**src/rtl/pc_sequencer.sv**
```systemverilog
// Purpose : 12-bit program counter sequencer with branch/jump/call/return redirection and a 4-entry return-address stack.
// Latency : a redirect target reaches pc one cycle after the request; pc_valid reasserts one cycle after that.
// Backpres: stall freezes pc, RAS and FSM state in RUN; pc_sel is still driven combinationally.
//
// Ports:
//   clk, reset           - clock and synchronous active-high reset
//   stall                - hold all state this cycle (RUN only)
//   is_branch/branch_taken/branch_target - conditional branch and its destination
//   is_jump/is_call/jump_target          - unconditional jump / call and shared destination
//   is_ret               - return to top of RAS
//   pc, pc_valid, flush  - registered PC, fetch-valid, one-cycle post-redirect flush
//   pc_sel               - combinational next-PC mux select (00 +1, 01 branch, 10 jump, 11 RAS)
//   ras_overflow/ras_underflow - registered one-cycle error pulses
module pc_sequencer (
    input  logic        clk,
    input  logic        reset,
    input  logic        stall,
    input  logic        is_branch,
    input  logic        branch_taken,
    input  logic [11:0] branch_target,
    input  logic        is_jump,
    input  logic        is_call,
    input  logic [11:0] jump_target,
    input  logic        is_ret,
    output logic [11:0] pc,
    output logic        pc_valid,
    output logic [1:0]  pc_sel,
    output logic        flush,
    output logic        ras_overflow,
    output logic        ras_underflow
);

    typedef enum logic [1:0] {
        ST_BOOT  = 2'd0,
        ST_RUN   = 2'd1,
        ST_REDIR = 2'd2
    } state_t;

    localparam logic [1:0] SEL_INC = 2'b00;
    localparam logic [1:0] SEL_BR  = 2'b01;
    localparam logic [1:0] SEL_JMP = 2'b10;
    localparam logic [1:0] SEL_RAS = 2'b11;

    state_t      state_q, state_d;
    logic [11:0] pc_q, pc_d;
    logic        pc_valid_q, pc_valid_d;
    logic        flush_q, flush_d;
    logic        ovf_q, ovf_d;
    logic        unf_q, unf_d;

    // RAS is a circular buffer: ptr points at the next write slot, so the
    // top entry is at ptr-1. When full, ptr also points at the oldest entry,
    // which makes a push-on-full overwrite the oldest for free.
    logic [11:0] ras_q [4];
    logic [11:0] ras_d [4];
    logic [1:0]  ptr_q, ptr_d;
    logic [2:0]  cnt_q, cnt_d;

    logic [11:0] pc_inc;
    logic [11:0] ras_top;
    logic [1:0]  sel;

    assign pc_inc  = pc_q + 12'd1;
    assign ras_top = ras_q[ptr_q - 2'd1];

    // Next-PC select. Only RUN makes decisions; a return dominates everything
    // else even when the RAS is empty (it then falls back to sequential).
    always_comb begin
        sel = SEL_INC;
        if (state_q == ST_RUN) begin
            if (is_ret) begin
                sel = (cnt_q != 3'd0) ? SEL_RAS : SEL_INC;
            end else if (is_jump || is_call) begin
                sel = SEL_JMP;
            end else if (is_branch && branch_taken) begin
                sel = SEL_BR;
            end
        end
    end

    assign pc_sel = sel;

    always_comb begin
        state_d = state_q;
        pc_d    = pc_q;
        ptr_d   = ptr_q;
        cnt_d   = cnt_q;
        ovf_d   = 1'b0;
        unf_d   = 1'b0;
        for (int i = 0; i < 4; i++) begin
            ras_d[i] = ras_q[i];
        end

        unique case (state_q)
            ST_BOOT: begin
                // pc stays at 0 so the first valid fetch is address 0
                state_d = ST_RUN;
            end
            ST_RUN: begin
                if (!stall) begin
                    unique case (sel)
                        SEL_INC: pc_d = pc_inc;
                        SEL_BR:  pc_d = branch_target;
                        SEL_JMP: pc_d = jump_target;
                        SEL_RAS: pc_d = ras_top;
                    endcase
                    if (sel != SEL_INC) begin
                        state_d = ST_REDIR;
                    end

                    if (is_ret) begin
                        if (cnt_q != 3'd0) begin
                            ptr_d = ptr_q - 2'd1;
                            cnt_d = cnt_q - 3'd1;
                        end else begin
                            unf_d = 1'b1;
                        end
                    end else if (is_call) begin
                        ras_d[ptr_q] = pc_inc;
                        ptr_d        = ptr_q + 2'd1;
                        if (cnt_q == 3'd4) begin
                            ovf_d = 1'b1;
                        end else begin
                            cnt_d = cnt_q + 3'd1;
                        end
                    end
                end
            end
            ST_REDIR: begin
                // target was presented during REDIR; resume fetch after it
                pc_d    = pc_inc;
                state_d = ST_RUN;
            end
            default: begin
                state_d = ST_BOOT;
                pc_d    = 12'h000;
            end
        endcase

        pc_valid_d = (state_d == ST_RUN);
        flush_d    = (state_d == ST_REDIR);
    end

    always_ff @(posedge clk) begin
        if (reset) begin
            state_q    <= ST_BOOT;
            pc_q       <= 12'h000;
            pc_valid_q <= 1'b0;
            flush_q    <= 1'b0;
            ovf_q      <= 1'b0;
            unf_q      <= 1'b0;
            ptr_q      <= 2'd0;
            cnt_q      <= 3'd0;
            for (int i = 0; i < 4; i++) begin
                ras_q[i] <= 12'h000;
            end
        end else begin
            state_q    <= state_d;
            pc_q       <= pc_d;
            pc_valid_q <= pc_valid_d;
            flush_q    <= flush_d;
            ovf_q      <= ovf_d;
            unf_q      <= unf_d;
            ptr_q      <= ptr_d;
            cnt_q      <= cnt_d;
            for (int i = 0; i < 4; i++) begin
                ras_q[i] <= ras_d[i];
            end
        end
    end

    assign pc            = pc_q;
    assign pc_valid      = pc_valid_q;
    assign flush         = flush_q;
    assign ras_overflow  = ovf_q;
    assign ras_underflow = unf_q;

endmodule

```
**config.mk**
```make
export PLATFORM = sky130hd
export DESIGN_NAME = pc_sequencer
export DESIGN_NICKNAME = d
export VERILOG_FILES = /design/src/rtl/pc_sequencer.sv
export SDC_FILE = /design/constraint.sdc
export NUM_CORES = 1
export LEC_CHECK = 0
export CAP_MARGIN = 20
export CORE_MARGIN = 10
export CORE_UTILIZATION = 40
export CTS_CLUSTER_DIAMETER = 50
export DETAILED_ROUTE_END_ITERATION = 6
export SYNTH_ARGS = -nofsm -noshare
export SYNTH_HDL_FRONTEND = slang
export SYNTH_SLANG_ARGS = --single-unit
```
**constraint.sdc**
```tcl
create_clock -name clk -period 2.7 [get_ports clk]
set_input_delay 0.54 -clock clk [delete_from_list [all_inputs] [get_ports clk]]
set_output_delay 0.54 -clock clk [all_outputs]
set_load 0.05 [all_outputs]
```
=== After elaboration in Yosys (flattened, before gate mapping) ===
Memories as Yosys holds them, arrays and structs flattened.
Index checks and enable logic that the tools add are counted.
Widths: inputs -> output; s select.

* Bits in registers: 23
* RAM bits: 48
* Input bits: 32
* Output and inout bits: 18
* Word-level logic and storage cells: 85
* Memories: 1

* Add/subtract/negate cells: 5
* Order comparisons: 2
* Equal/unequal tests: 11
* Mux-type cells: 34
* Bitwise operators: 10
* Reductions and logical operators: 14

{| class="wikitable"
|+ Memories
! name !! depth !! bits a word !! rd ports !! clocked after Yosys merged registers in !! wr ports !! line !! text
|-
| ras_q || 4 || 12 || 5 || 0 || 4 || 54 || <nowiki>logic [11:0] ras_q [4];</nowiki>
|}

{| class="wikitable"
|+ Operator list
! kind !! count
|-
| $mux 48 || 4
|-
| $mux 12 || 6
|-
| $bwmux 48 || 1
|-
| $pmux 12 s4 || 1
|-
| $pmux 12 s3 || 1
|-
| $demux 12 s2 || 1
|-
| $mux 2 || 9
|-
| $add 12x1->12 const B || 1
|-
| $mux 3 || 4
|-
| $eq 2x2->1 const B || 4
|-
| $eq 2x1->1 const B || 3
|-
| $mux 1 || 6
|-
| $not 1->1 || 5
|-
| $reduce_and 5->1 || 1
|-
| $reduce_or 5->1 || 1
|-
| $logic_not 2->1 || 2
|-
| $ne 2x2->1 const B || 2
|-
| $or 1x1->1 || 4
|-
| $pmux 2 s2 || 1
|-
| $reduce_and 4->1 || 1
|-
| $reduce_bool 2->1 || 2
|-
| $reduce_or 4->1 || 1
|-
| $add 3x1->3 const B || 1
|-
| $eq 3x3->1 const B || 1
|-
| 12 further kinds || 13
|}

=== Longest topological paths before layout ===
* Depth after elaboration: 11
* Depth in mapped cells: 10
* Mapped depth without buffers: 7

=== Least setup slack after synthesis ===
Ideal clock, no wire load.

* Kind: register to register
* From: register ptr_q[0]
* To: register pc_q[8] (netlist: pc[8])
* Setup time: 0.114 ns
* Data arrival time: 2.465 ns
* Required time: 2.586 ns
* Slack: 0.121 ns
* Cell stages (with the launch flop): 10
* Buffers on the path: 3
* Clock period less this slack: 2.579 ns
* Cell sequence: dfxtp_1 clkbuf_1 inv_1 ha_1 buf_6 buf_6 mux4_2 a222oi_1 o22ai_1 a21o_1

* Word-level cells in the longest chain between the ends: 5

{| class="wikitable"
|+ Ends and longest elaborated chain
! item !! line !! text
|-
| start: declaration || 56 || <nowiki>logic [1:0] ptr_q, ptr_d;</nowiki>
|-
| start signal: assignment || 164 || <nowiki>ptr_q <= ptr_d;</nowiki>
|-
| $sub 2x1->2 || 64 || <nowiki>assign ras_top = ras_q[ptr_q - 2'd1];</nowiki>
|-
| $mem_v2 4x12 || -- ||
|-
| $pmux 12 s4 || 101 || <nowiki>unique case (sel)</nowiki>
|-
| $mux 12 || 100 || <nowiki>if (!stall) begin</nowiki>
|-
| $pmux 12 s3 || 94 || <nowiki>unique case (state_q)</nowiki>
|-
| end signal: assignment || 159 || <nowiki>pc_q <= pc_d;</nowiki>
|-
| end: declaration || 45 || <nowiki>logic [11:0] pc_q, pc_d;</nowiki>
|}

Every way passes these cells. The select of a mux whose other input is x is not followed.
A chain may end at the register's enable or synchronous reset.

=== Final worst setup path ===
* From: input is_call
* To: output pc_sel[0]

* Word-level cells in the longest chain between the ends: 4

{| class="wikitable"
|+ Ends and longest elaborated chain
! item !! line !! text
|-
| start: declaration || 22 || <nowiki>input logic is_call,</nowiki>
|-
| $logic_or 1x1->1 || 73 || <nowiki>end else if (is_jump || is_call) begin</nowiki>
|-
| $mux 2 || 73 ||
|-
| $mux 2 || 71 || <nowiki>if (is_ret) begin</nowiki>
|-
| $mux 2 || 70 || <nowiki>if (state_q == ST_RUN) begin</nowiki>
|-
| end: declaration || 27 || <nowiki>output logic [1:0] pc_sel,</nowiki>
|}

Every way passes these cells.

==> impl_results.md <==
- Outcome: finished clean
- Fin. max-slew vios: 0
- Area after DPL: 0.00420 mm²
- IO Port Bufs: 49
- Via/cell ratio: approximately 5.5
- Placer Congestion: 0.860
- Reg2Reg Launch Point: ptr_q[1]
- Yosys top cell by area: dfxtp_1
- CP required: 2160 ps
- Max Fclk: 388 MHz
- DR vias: 2,968
- Synth async-reset ratio: 0%
- Syn. warnings: 0
- Pin count of the biggest net entering global routing: 56
- CTS clk-pin slew, worst paths: 80 ps
- Hold Startpoint: ras_q[0][1]
- Adder-cell area share of the yosys netlist: 3.72%
- Yosys reg bits: 71
- Post-DP HPWL: a little under 7000 µm
- Fraction of layout cells with a size suffix above 1: 12.9%
- Least-Margin Pin Slew: approximately 590 ps
- Final nets: 470
- Clock latency on the worst-skew pair: 360 ps
- DRT Wirelength: 9580 µm
- Post-CTS setup buffer count: 0
- Critical Path AT: 2040 ps
- Largest family of logic cells by synthesized area: compound AO/OA/AOI/OAI gates
- Cts bufs inserted: 9
- Vias in the first global route: around 2.8k
- H-tree depth: 3
- Period utilisation layout: between 90% and 100%
- Initial antenna violation count: 0
- Mapped Cells: 383
- Ant diodes: 0
- Max Clock Skew: 13.6 ps
- Final setup fails: 0
- Most frequent cell after synthesis: dfxtp_1
- Final hold viol count: 0
- Routed Antenna Nets: 0
- Top FF cell, synth: dfxtp_1
- First-pass detailed-route iteration total: 7
- Routed len/inst: between 15 and 20 µm
- Top-area cell type share of the netlist area: ~40%
- Filler cells: 825
- Initial Utilization: 41.0%
- Chip height: 114 µm
- CTS max path bufs: 2
- Core area: 0.00868 mm²
- Class of the worst hold path: register to register
- Worst setup SP type: input pin
- Final Total Pwr: roughly 2.2 mW
- Global route overflow: 0
- Leak Pwr: 1.45 nW
- Finished Cell Area: 0.00438 mm²
- Mapped Area: 0.00356 mm²
- Setup tns final: 0 ps
- Post-synthesis compound-gate area fraction: 21.5%
- Total GRT Usage: roughly 15%
- Critical path class: input pin to output port
- Pre-CTS setup slack: about 160 ps
- Fin crit period: 2580 ps
- Simple-Gate Fraction of Synth Area: 17.6%
- TritonCTS clock tree: done
- Rel. slew slack: 60.7%
- Die Wd: approximately 110 µm
- Largest cells by area after synthesis: dfxtp_1 40%, a211oi_1 9.3%, mux4_2 7.6%
- Area of the multi-input gates: 0.00195 mm²
- Post-synthesis xor/xnor area fraction: 3.65%
- I/O pins: 50
- Clk sinks: 71
- Max Cap Viol: 0
- Setup ws final: 119 ps
- 1st-iter DRT viols: 278
- Syn nets: 425
- CTS root buf: clkbuf_8
- Die area: 0.0131 mm²
- Multiplexer area fraction after synthesis: 8.15%
- Area grow syn2layout: 23.1%
- Post-CTS Hold Buffers: 0
- Post-cts resize count: 0
- Worst setup startpoint: is_call
- Worst vdd ir: between 200 and 250 µV
- Crit-path max FO: 9
- Worst setup EP type: output port
- First-pass GRT wire length: 15,000 µm
- Synth unique cells: 55
- Std-Cell Rows: 34
- Avg Cell Area, Syn: 9.30 µm²
- Final Core Density: around half
- Post-route DRC violation count: 0
- Post-synth EDFFs: 0
- Most common library cells after synthesis: 71 x dfxtp_1, 70 x nor2_1, 44 x a211oi_1
- Reg area: 0.00142 mm²
- RSZ-0062 raised after global routing: no
- Pwr/cell area: roughly 500 mW/mm²
- Sequential area share after synthesis: 39.9%
-- layout make-up --
cell class,count,area share (%)
multi-input combinational,271,44.4
sequential,71,32.4
tap,108,3.08
inverter,11,0.942
timing repair buffer,64,15.0
clock inverter,7,1.40
clock buffer,9,2.83
-- worst paths after layout --
check,to,slack (ps),depth (start not counted)
min,ras_q[0][1],470,2
max,pc_sel[0],120,5
min reg2reg,ras_q[0][1],470,2
max reg2reg,pc[2],400,7
-- through the flow --
| stage | instances | hold WS [ps] |
|---|---|---|
| 2_1_floorplan | 383 | 433 |
| 3_3_place_gp | 525 | 445 |
| 3_5_place_dp | 525 | 454 |
| 4_1_cts | 541 | 460 |
| 5_1_grt | 541 | 470 |
| 6_report | 541 | 465 |
-- report_power, final --
| part | total (mW) | internal [mW] | switching [mW] | leakage, nW |
|---|---|---|---|---|
| Combinational | 0.295 | 0.133 | 0.162 | 0.790 |
| Sequential | 1.08 | 1.06 | 0.0132 | 0.573 |
| Clock | 0.810 | 0.351 | 0.459 | 0.0888 |
-- critical path, stage by stage --
cell and delay (ps):
clkdlybuf4s50_1 580, nor4bb_1 470, nor2_1 90, nor2_1 130, buf_4 220
-- cell usage in the layout, fill, tap and decap left out, types with 6 or more instances in the layout --
| master | netlist | final |
|---|---|---|
| dfxtp_1 | 71 | 71 |
| inv_1 | 11 | 11 |
| nor2_1 | 70 | 70 |
| xnor2_1 | 7 | 7 |
| o21ai_0 | 11 | 11 |
| a211oi_1 | 44 | 44 |
| nand2_1 | 18 | 18 |
| a22oi_1 | 7 | 7 |
| nand3_1 | 6 | 6 |
| a21oi_1 | 9 | 9 |
| ha_1 | 9 | 9 |
| clkdlybuf4s50_1 | 0 | 46 |
| xor2_1 | 6 | 6 |
| mux4_2 | 12 | 12 |
| a222oi_1 | 7 | 7 |
| clkbuf_8 | 0 | 9 |
| buf_4 | 3 | 12 |
-- layer usage --
metal  part of all wire, %  track usage (%)  wire, µm  vias up
met5                     0                0         0        -
met4                   1.3             5.35       123        0
met3                   6.3             3.51       599        9
met2                    45             22.3      4300       83
met1                    48             19.2      4550     1385
li1                      -                -         -     1491
-- logic make-up (layout without fill, tap and decap cells) --
family / count (synthesis) / in the layout
simple gates: 131 / 131
compound gates: 102 / 102
flops: 71 / 71
buf+inv: 41 / 91
xor+xnor: 14 / 14
mux: 14 / 14
fa+ha+maj: 10 / 10
-- registers in the layout (all words and copies together) (netlist names) --
name and cells:
ptr_q 2, pc_valid 1, ras_q 48, ras_underflow 1
flush 1, state_q 2, pc 12, ras_overflow 1
cnt_q 3
No activity file was read; power rests on OpenSTA's default activity.
